[src/rtl/mult_err_pkg.sv]
// Shared types and widths for the approximate-multiplier error statistics block.
// Operand width is fixed here at 8 bits to match the 8x8 Booth multipliers under test.
package mult_err_pkg;

    typedef enum logic [1:0] {
        IDLE,
        RUN,
        DRAIN,
        DONE
    } state_t;

    localparam int DW     = 8;
    localparam int PROD_W = 2 * DW;
    localparam int ED_W   = 2 * DW + 1;

    // Unsigned add that clamps at 2^w-1; the accumulator width w may be up to 64 bits.
    function automatic logic [63:0] sat_add_u(input logic [63:0] acc,
                                              input logic [63:0] inc,
                                              input int unsigned w);
        logic [64:0] s;
        logic [64:0] lim;
        s   = {1'b0, acc} + {1'b0, inc};
        lim = (65'd1 << w) - 65'd1;
        return (s > lim) ? lim[63:0] : s[63:0];
    endfunction

endpackage

[src/rtl/mult_err_stats_if.sv]
// Sample bus carrying operands, the approximate product and the valid/ready handshake.
interface mult_err_stats_if;
    import mult_err_pkg::*;

    logic                     i_valid;
    logic                     o_ready;
    logic signed [DW-1:0]     i_a;
    logic signed [DW-1:0]     i_b;
    logic signed [PROD_W-1:0] i_z_approx;

    modport master (output i_valid, i_a, i_b, i_z_approx, input o_ready);
    modport slave  (input i_valid, i_a, i_b, i_z_approx, output o_ready);

endinterface

[src/rtl/mult_err_pipe.sv]
// Two-stage datapath: S1 holds exact and approximate products, S2 holds the error distance.
// With MULT_ERR_BIAS_EN defined, S2 also carries the signed error (approx - exact).
module mult_err_pipe
    import mult_err_pkg::*;
(
    input  logic                     i_clk,
    input  logic                     i_rst_n,
    input  logic                     clear,
    input  logic                     accept,
    input  logic signed [DW-1:0]     a,
    input  logic signed [DW-1:0]     b,
    input  logic signed [PROD_W-1:0] z_approx,
    output logic                     s1_valid,
    output logic                     s2_valid,
`ifdef MULT_ERR_BIAS_EN
    output logic signed [ED_W-1:0]   err,
`endif
    output logic [ED_W-1:0]          ed
);

    logic signed [PROD_W-1:0] exact_q;
    logic signed [PROD_W-1:0] approx_q;
    logic signed [ED_W-1:0]   diff;
    logic [ED_W-1:0]          mag;

    // One extra bit keeps exact - approx from overflowing at the worst-case mismatch.
    assign diff = ED_W'(exact_q) - ED_W'(approx_q);
    assign mag  = diff[ED_W-1] ? ED_W'(-diff) : ED_W'(diff);

    always_ff @(posedge i_clk or negedge i_rst_n) begin
        if (!i_rst_n) begin
            s1_valid <= 1'b0;
            s2_valid <= 1'b0;
            exact_q  <= '0;
            approx_q <= '0;
            ed       <= '0;
        end else if (clear) begin
            s1_valid <= 1'b0;
            s2_valid <= 1'b0;
        end else begin
            s1_valid <= accept;
            s2_valid <= s1_valid;
            if (accept) begin
                exact_q  <= PROD_W'(a) * PROD_W'(b);
                approx_q <= z_approx;
            end
            if (s1_valid) begin
                ed <= mag;
            end
        end
    end

`ifdef MULT_ERR_BIAS_EN
    always_ff @(posedge i_clk or negedge i_rst_n) begin
        if (!i_rst_n) begin
            err <= '0;
        end else if (!clear && s1_valid) begin
            err <= -diff;
        end
    end
`endif

endmodule

[src/rtl/mult_err_stats.sv]
// Error-metric collector for approximate multipliers: counts erroneous samples, sums and maxes ED.
// Define MULT_ERR_BIAS_EN to add the saturating signed error-bias accumulator o_sum_err.
module mult_err_stats
    import mult_err_pkg::*;
#(
    parameter int N_SAMPLES = 256,
    parameter int ACC_W     = 32,
    parameter int CNT_W     = 16
) (
    input  logic                 i_clk,
    input  logic                 i_rst_n,
    input  logic                 i_start,
    mult_err_stats_if.slave      bus,
    output logic                 o_busy,
    output logic                 o_done,
    output logic [CNT_W-1:0]     o_sample_cnt,
    output logic [CNT_W-1:0]     o_err_cnt,
    output logic [ACC_W-1:0]     o_sum_ed,
`ifdef MULT_ERR_BIAS_EN
    output logic [ACC_W-1:0]     o_sum_err,
`endif
    output logic [ED_W-1:0]      o_max_ed
);

    state_t           state;
    state_t           state_next;
    logic             accept;
    logic             run_start;
    logic             last_accept;
    logic             s1_valid;
    logic             s2_valid;
    logic [ED_W-1:0]  ed;

    assign bus.o_ready = (state == RUN);
    assign accept      = bus.i_valid && (state == RUN);
    assign run_start   = (state == IDLE) && i_start;
    assign last_accept = accept && (o_sample_cnt == CNT_W'(N_SAMPLES - 1));
    assign o_busy      = (state == RUN) || (state == DRAIN);
    assign o_done      = (state == DONE);

`ifdef MULT_ERR_BIAS_EN
    logic signed [ED_W-1:0] err;
`endif

    mult_err_pipe u_pipe (
        .i_clk    (i_clk),
        .i_rst_n  (i_rst_n),
        .clear    (run_start),
        .accept   (accept),
        .a        (bus.i_a),
        .b        (bus.i_b),
        .z_approx (bus.i_z_approx),
        .s1_valid (s1_valid),
        .s2_valid (s2_valid),
`ifdef MULT_ERR_BIAS_EN
        .err      (err),
`endif
        .ed       (ed)
    );

    always_ff @(posedge i_clk or negedge i_rst_n) begin
        if (!i_rst_n) begin
            state <= IDLE;
        end else begin
            state <= state_next;
        end
    end

    // Leaving DRAIN once S1 is empty lands DONE on the cycle the last ED reaches the stats.
    always_comb begin
        state_next = state;
        case (state)
            IDLE:    if (i_start) state_next = RUN;
            RUN:     if (last_accept) state_next = DRAIN;
            DRAIN:   if (!s1_valid) state_next = DONE;
            DONE:    state_next = IDLE;
            default: state_next = IDLE;
        endcase
    end

    always_ff @(posedge i_clk or negedge i_rst_n) begin
        if (!i_rst_n) begin
            o_sample_cnt <= '0;
            o_err_cnt    <= '0;
            o_sum_ed     <= '0;
            o_max_ed     <= '0;
        end else if (run_start) begin
            o_sample_cnt <= '0;
            o_err_cnt    <= '0;
            o_sum_ed     <= '0;
            o_max_ed     <= '0;
        end else begin
            if (accept) begin
                o_sample_cnt <= o_sample_cnt + CNT_W'(1);
            end
            if (s2_valid) begin
                if (ed != '0) begin
                    o_err_cnt <= o_err_cnt + CNT_W'(1);
                end
                o_sum_ed <= ACC_W'(sat_add_u(64'(o_sum_ed), 64'(ed), ACC_W));
                if (ed > o_max_ed) begin
                    o_max_ed <= ed;
                end
            end
        end
    end

`ifdef MULT_ERR_BIAS_EN
    localparam logic signed [63:0] SMAX = (64'sd1 <<< (ACC_W - 1)) - 64'sd1;
    localparam logic signed [63:0] SMIN = -SMAX - 64'sd1;

    logic signed [63:0] bias_sum;

    assign bias_sum = 64'($signed(o_sum_err)) + 64'(err);

    always_ff @(posedge i_clk or negedge i_rst_n) begin
        if (!i_rst_n) begin
            o_sum_err <= '0;
        end else if (run_start) begin
            o_sum_err <= '0;
        end else if (s2_valid) begin
            if (bias_sum > SMAX) begin
                o_sum_err <= ACC_W'(SMAX);
            end else if (bias_sum < SMIN) begin
                o_sum_err <= ACC_W'(SMIN);
            end else begin
                o_sum_err <= ACC_W'(bias_sum);
            end
        end
    end
`endif

endmodule
[src/flat_wrapper.sv]
// flat-port wrapper written by rule: the top's interface ports become plain ports
module mult_err_stats_flat import mult_err_pkg::*;
#(
    parameter int N_SAMPLES = 256,
    parameter int ACC_W     = 32,
    parameter int CNT_W     = 16
)
  (i_clk, i_rst_n, i_start, o_busy, o_done, o_sample_cnt, o_err_cnt, o_sum_ed, o_max_ed, bus_i_valid, bus_i_a, bus_i_b, bus_i_z_approx, bus_o_ready);
  mult_err_stats_if bus_i ();
  input  logic i_clk;
  input  logic i_rst_n;
  input  logic i_start;
  output logic o_busy;
  output logic o_done;
  output logic [CNT_W-1:0] o_sample_cnt;
  output logic [CNT_W-1:0] o_err_cnt;
  output logic [ACC_W-1:0] o_sum_ed;
  output logic [ED_W-1:0] o_max_ed;
  input wire logic [$bits(bus_i.i_valid)-1:0] bus_i_valid;
  input wire logic [$bits(bus_i.i_a)-1:0] bus_i_a;
  input wire logic [$bits(bus_i.i_b)-1:0] bus_i_b;
  input wire logic [$bits(bus_i.i_z_approx)-1:0] bus_i_z_approx;
  output wire logic [$bits(bus_i.o_ready)-1:0] bus_o_ready;
  assign bus_i.i_valid = bus_i_valid;
  assign bus_i.i_a = bus_i_a;
  assign bus_i.i_b = bus_i_b;
  assign bus_i.i_z_approx = bus_i_z_approx;
  assign bus_o_ready = bus_i.o_ready;
  mult_err_stats #(.N_SAMPLES(N_SAMPLES), .ACC_W(ACC_W), .CNT_W(CNT_W)) u_core (.i_clk(i_clk), .i_rst_n(i_rst_n), .i_start(i_start), .bus(bus_i), .o_busy(o_busy), .o_done(o_done), .o_sample_cnt(o_sample_cnt), .o_err_cnt(o_err_cnt), .o_sum_ed(o_sum_ed), .o_max_ed(o_max_ed));
endmodule
[config.mk]
export PLATFORM = sky130hd
export DESIGN_NAME = mult_err_stats_flat
export DESIGN_NICKNAME = d
export VERILOG_FILES = /design/src/rtl/mult_err_pkg.sv /design/src/rtl/mult_err_stats_if.sv /design/src/rtl/mult_err_pipe.sv /design/src/rtl/mult_err_stats.sv /design/src/flat_wrapper.sv
export SDC_FILE = /design/constraint.sdc
export NUM_CORES = 1
export LEC_CHECK = 0
export ABC_AREA = 0
export CORE_MARGIN = 1
export CORE_UTILIZATION = 30
export DETAILED_ROUTE_END_ITERATION = 8
export DONT_BUFFER_PORTS = 1
export PLACE_DENSITY = 0.42
export SLEW_MARGIN = 40
export SYNTH_ARGS = -nofsm -noshare
export SYNTH_HDL_FRONTEND = slang
export SYNTH_SLANG_ARGS = --single-unit
[constraint.sdc]
create_clock -name i_clk -period 3.95 [get_ports i_clk]
set_clock_uncertainty 0.1 [all_clocks]
set_input_delay 0.1975 -clock i_clk [delete_from_list [all_inputs] [get_ports i_clk]]
set_output_delay 0.1975 -clock i_clk [all_outputs]
set_load 0.02 [all_outputs]
==> impl_results.md <==
* Status: complete, no violations
* Cell depth of the worst setup path at 16
* RSZ-0062 raised after global routing: false
* Crit path DAT at 3860 ps
* CTS Hold Bufs at 22
* Fmax at 0.272 GHz
* Seq/Total Area, Yosys at 0.317
* Yosys reg bits at 134
* Core Util, Final at 0.351
* Synth-to-layout area growth at 14.9%
* Maximum root-to-sink buffer count at 2
* Die Span Y at 190 µm
* Vias/cell at 4.85
* Die X at 190 µm
* Peak supply drop at 0.308 mV
* Post-Layout Cell Count at 1675
* Min Tclk post-route at 3670 ps
* Crit Path Max Fanout at 8
* Global route overflow at 0
* Mapped Area at 10600 µm²
* Net switching power at 4.74 mW
* Measured slew at the worst slew-check pin at 720 ps
* Final WS setup at 279 ps
* Commonest cells after routing, fill and taps aside: inv_1 (135), dfrtp_1 (134), nand2_1 (121)
* R2R setup slack at 590 ps
* YS warnings at 0
* Post-route antenna net violation count at 0
* Synthesized Nets at 1358
* Critical path's most frequent cell: fa_1
* Critical Path Start Type: input pin
* Max stage delay cell, worst path: fa_1
* Final setup vio count at 0
* Reg-to-reg critical path startpoint: u_core.u_pipe.ed[0]$_DFFE_PN0P_
* Internal at 5.73 mW
* Clock transition at path regs at 60 ps
* Diode count at 0
* Largest net degree at the start of global routing at 135
* Ports at 120
* Share of cells above drive strength 1 at 0.0713
* CTS tree: built
* Hold_sp: bus_i_valid
* H-Tree Depth at 4
* IO Port Bufs at 0
* CTS buffer count at 17
* CP cell instances: and2_1 -> ha_1 -> fa_1 -> inv_1 -> fa_1 -> fa_1 -> inv_1 -> ha_1 -> a21o_1 -> a21oi_1 -> o21ai_1 -> a211oi_2 -> o21bai_1 -> a21oi_1 -> xnor2_1 -> o21ai_0
* Commonest non-fill, non-tap cell in the layout: inv_1
* Max Cap Viol at 0
* Placed Cells at 1621
* LEAKAGE at 5.56 nW
* Core Area at 34600 µm²
* Reg-to-Reg End: u_core.o_sum_ed[22]$_DFFE_PN0P_
* GRT Resource Usage Total at 0.155
* Crit path from: bus_i_b[1]
* Comb power frac at 0.586
* Post-synth top area share at 0.317
* Delay-heaviest family, CP: adder cells
* Slew Limit Fails at 0
* Pre-CTS WS at -166 ps
* Wirelength per Cell at 16.0 µm
* Worst Hold Class: input pin to flip-flop
* Cell Pwr Density at 860 nW/µm²
* Sw Share at 0.453
* Worst-Skew Late Latency at 430 ps
* Critical Path Max Stage Delay at 540 ps
* Req. time, crit path at 4140 ps
* Global-route wire length before repair at 44300 µm
* Total number of vias at 8131
* Critical path endpoint: u_core.u_pipe.exact_q[15]$_DFFE_PN0P_
* Critical Path Sink Type: flip-flop
* Vias in the first global route at 8280
* Initial antenna violation count at 0
* Nets at 1387
* Setup repair bufs after CTS at 0
* Crit path buf inv count at 2
* Yosys top cell by area: dfrtp_1
* Area of the die at 36000 µm²
* WL final at 26800 µm
* Final hold violation count at 0
* Ys async rst share at 1.00
* R2R depth at 12
* Final setup TNS at 0 ps
* EDFF count, synth at 0
* Main synth FF type: dfrtp_1
* RePlAce Congestion at 0.820
* Kind of critical path: input pin to flip-flop
* Mean post-synth cell area at 8.98 µm²
* DP HPWL at 20700 µm
* Top cells by area, synth: dfrtp_1 (32%), fa_1 (11%), ha_1 (10%), inv_1 (4.8%), nand2_1 (4.3%)
* DRC viols at 0
* Synth cell types at 72
* PnR Total Power at 10.5 mW
* Initial core utilization at 0.305
* Seq pwr share at 0.230
* DR pass1 iterations at 5
* Fin crit share at 0.929
* Clock share of power at 0.183
* DRT iter0 DRCs at 402
* Cells after synthesis at 1178
* Clock sinks at 134
* CTS resizes at 0
* CTS Root Cell: clkbuf_16
* Rel. slew slack at 0.520
* Core Rows at 68
## layer usage
| layer | global-route usage | wire [µm] |
|---|---|---|
| met5 | 0 | 0 |
| met4 | 0.0437 | 297 |
| met3 | 0.0303 | 1130 |
| met2 | 0.257 | 12700 |
| met1 | 0.203 | 12700 |
## worst min-delay path: cells and delay by family
kind             cells  cell delay (ps)
AO/OA/AOI/OAI        1               50
AND/OR/NAND/NOR      2              330
## power by group through the flow
| stage | clock network [mW] | logic [mW] | registers [mW] |
|---|---|---|---|
| 6_report | 1.92 | 6.13 | 2.41 |
| 5_1_grt | 2.03 | 7.01 | 2.48 |
| 3_5_place_dp | 0 | 6.18 | 2.45 |
| 4_1_cts | 1.98 | 6.26 | 2.42 |
| 3_3_place_gp | 0 | 6.14 | 2.44 |
| 2_1_floorplan | 0 | 4.88 | 2.26 |
## through the flow
stage          cell area, µm²  hold WS (ps)
3_3_place_gp            11200          -194
5_1_grt                 12200           118
3_5_place_dp            11200          -195
4_1_cts                 12200          80.2
2_1_floorplan           10600          -198
6_report                12200           101
## sequential cells by signal, indices dropped and copies added, names as in the netlist
signal                  flops
u_core.u_pipe.ed           17
u_core.u_pipe.s2_valid      1
u_core.o_err_cnt           16
u_core.o_sample_cnt        16
u_core.o_sum_ed            32
u_core.o_max_ed            17
u_core.state                2
u_core.u_pipe.exact_q      16
u_core.u_pipe.s1_valid      1
u_core.u_pipe.approx_q     16
## cells by family (layout without fill, tap and decap cells)
logic type | Yosys count | count (layout) | share of synthesized area
XOR/XNOR | 79 | 79 | 0.0654
AO/OA/AOI/OAI | 262 | 262 | 0.160
multiplexers | 4 | 4 | 0.00402
buffers and inverters | 174 | 216 | 0.0650
flip-flops | 134 | 134 | 0.317
adder cells (fa/ha/maj) | 144 | 144 | 0.211
AND/OR/NAND/NOR | 381 | 381 | 0.178
## final cells by class
type	count	area (µm²)
Multi-Input combinational cell	870	6600
Sequential cell	134	3350
Clock buffer	20	447
Timing Repair Buffer	48	433
Tap cell	455	569
Clock inverter	12	249
Inverter	136	510
Fill cell	3563	22500
## how the worst min path moves through the flow
stage | endpoint | slack [ps] | depth (start not counted)
finish | u_core.o_sample_cnt[1]$_DFFE_PN0P_ | 100 | 3
global route | u_core.o_sample_cnt[1]$_DFFE_PN0P_ | 120 | 3
CTS | u_core.o_sample_cnt[1]$_DFFE_PN0P_ | 80 | 3
detailed placement | u_core.o_sum_ed[5]$_DFFE_PN0P_ | -200 | 0
global placement | u_core.o_sum_ed[5]$_DFFE_PN0P_ | -190 | 0
floorplan | u_core.o_err_cnt[0]$_DFFE_PN0P_ | -200 | 0
## cells in the mapped netlist, types with 2 or more instances
library cell / number
buf_6: 3
and3_1: 16
nand3_1: 42
nand2_1: 121
buf_4: 2
o2111ai_1: 3
or3_1: 7
nand2b_1: 6
nand4_1: 10
nor2_1: 73
a311oi_1: 5
mux2_2: 2
nor3_1: 16
buf_2: 3
a211o_1: 5
a31oi_1: 21
a21boi_0: 2
a21oi_1: 52
mux2i_1: 2
a21o_1: 16
o21ai_1: 8
o21bai_1: 8
o21a_1: 10
a211oi_1: 3
o311ai_0: 3
o211ai_1: 9
o21ai_0: 74
dfrtp_1: 134
fa_1: 57
a21oi_2: 2
inv_1: 136
nor4b_1: 2
nor2b_1: 15
o221a_2: 2
o22ai_1: 5
nor4_1: 9
o31ai_1: 18
ha_1: 87
nand3b_1: 4
xnor2_1: 47
xor2_1: 32
and4_1: 5
and2_1: 44
clkbuf_1: 29
(Power assumes the default switching activity.)
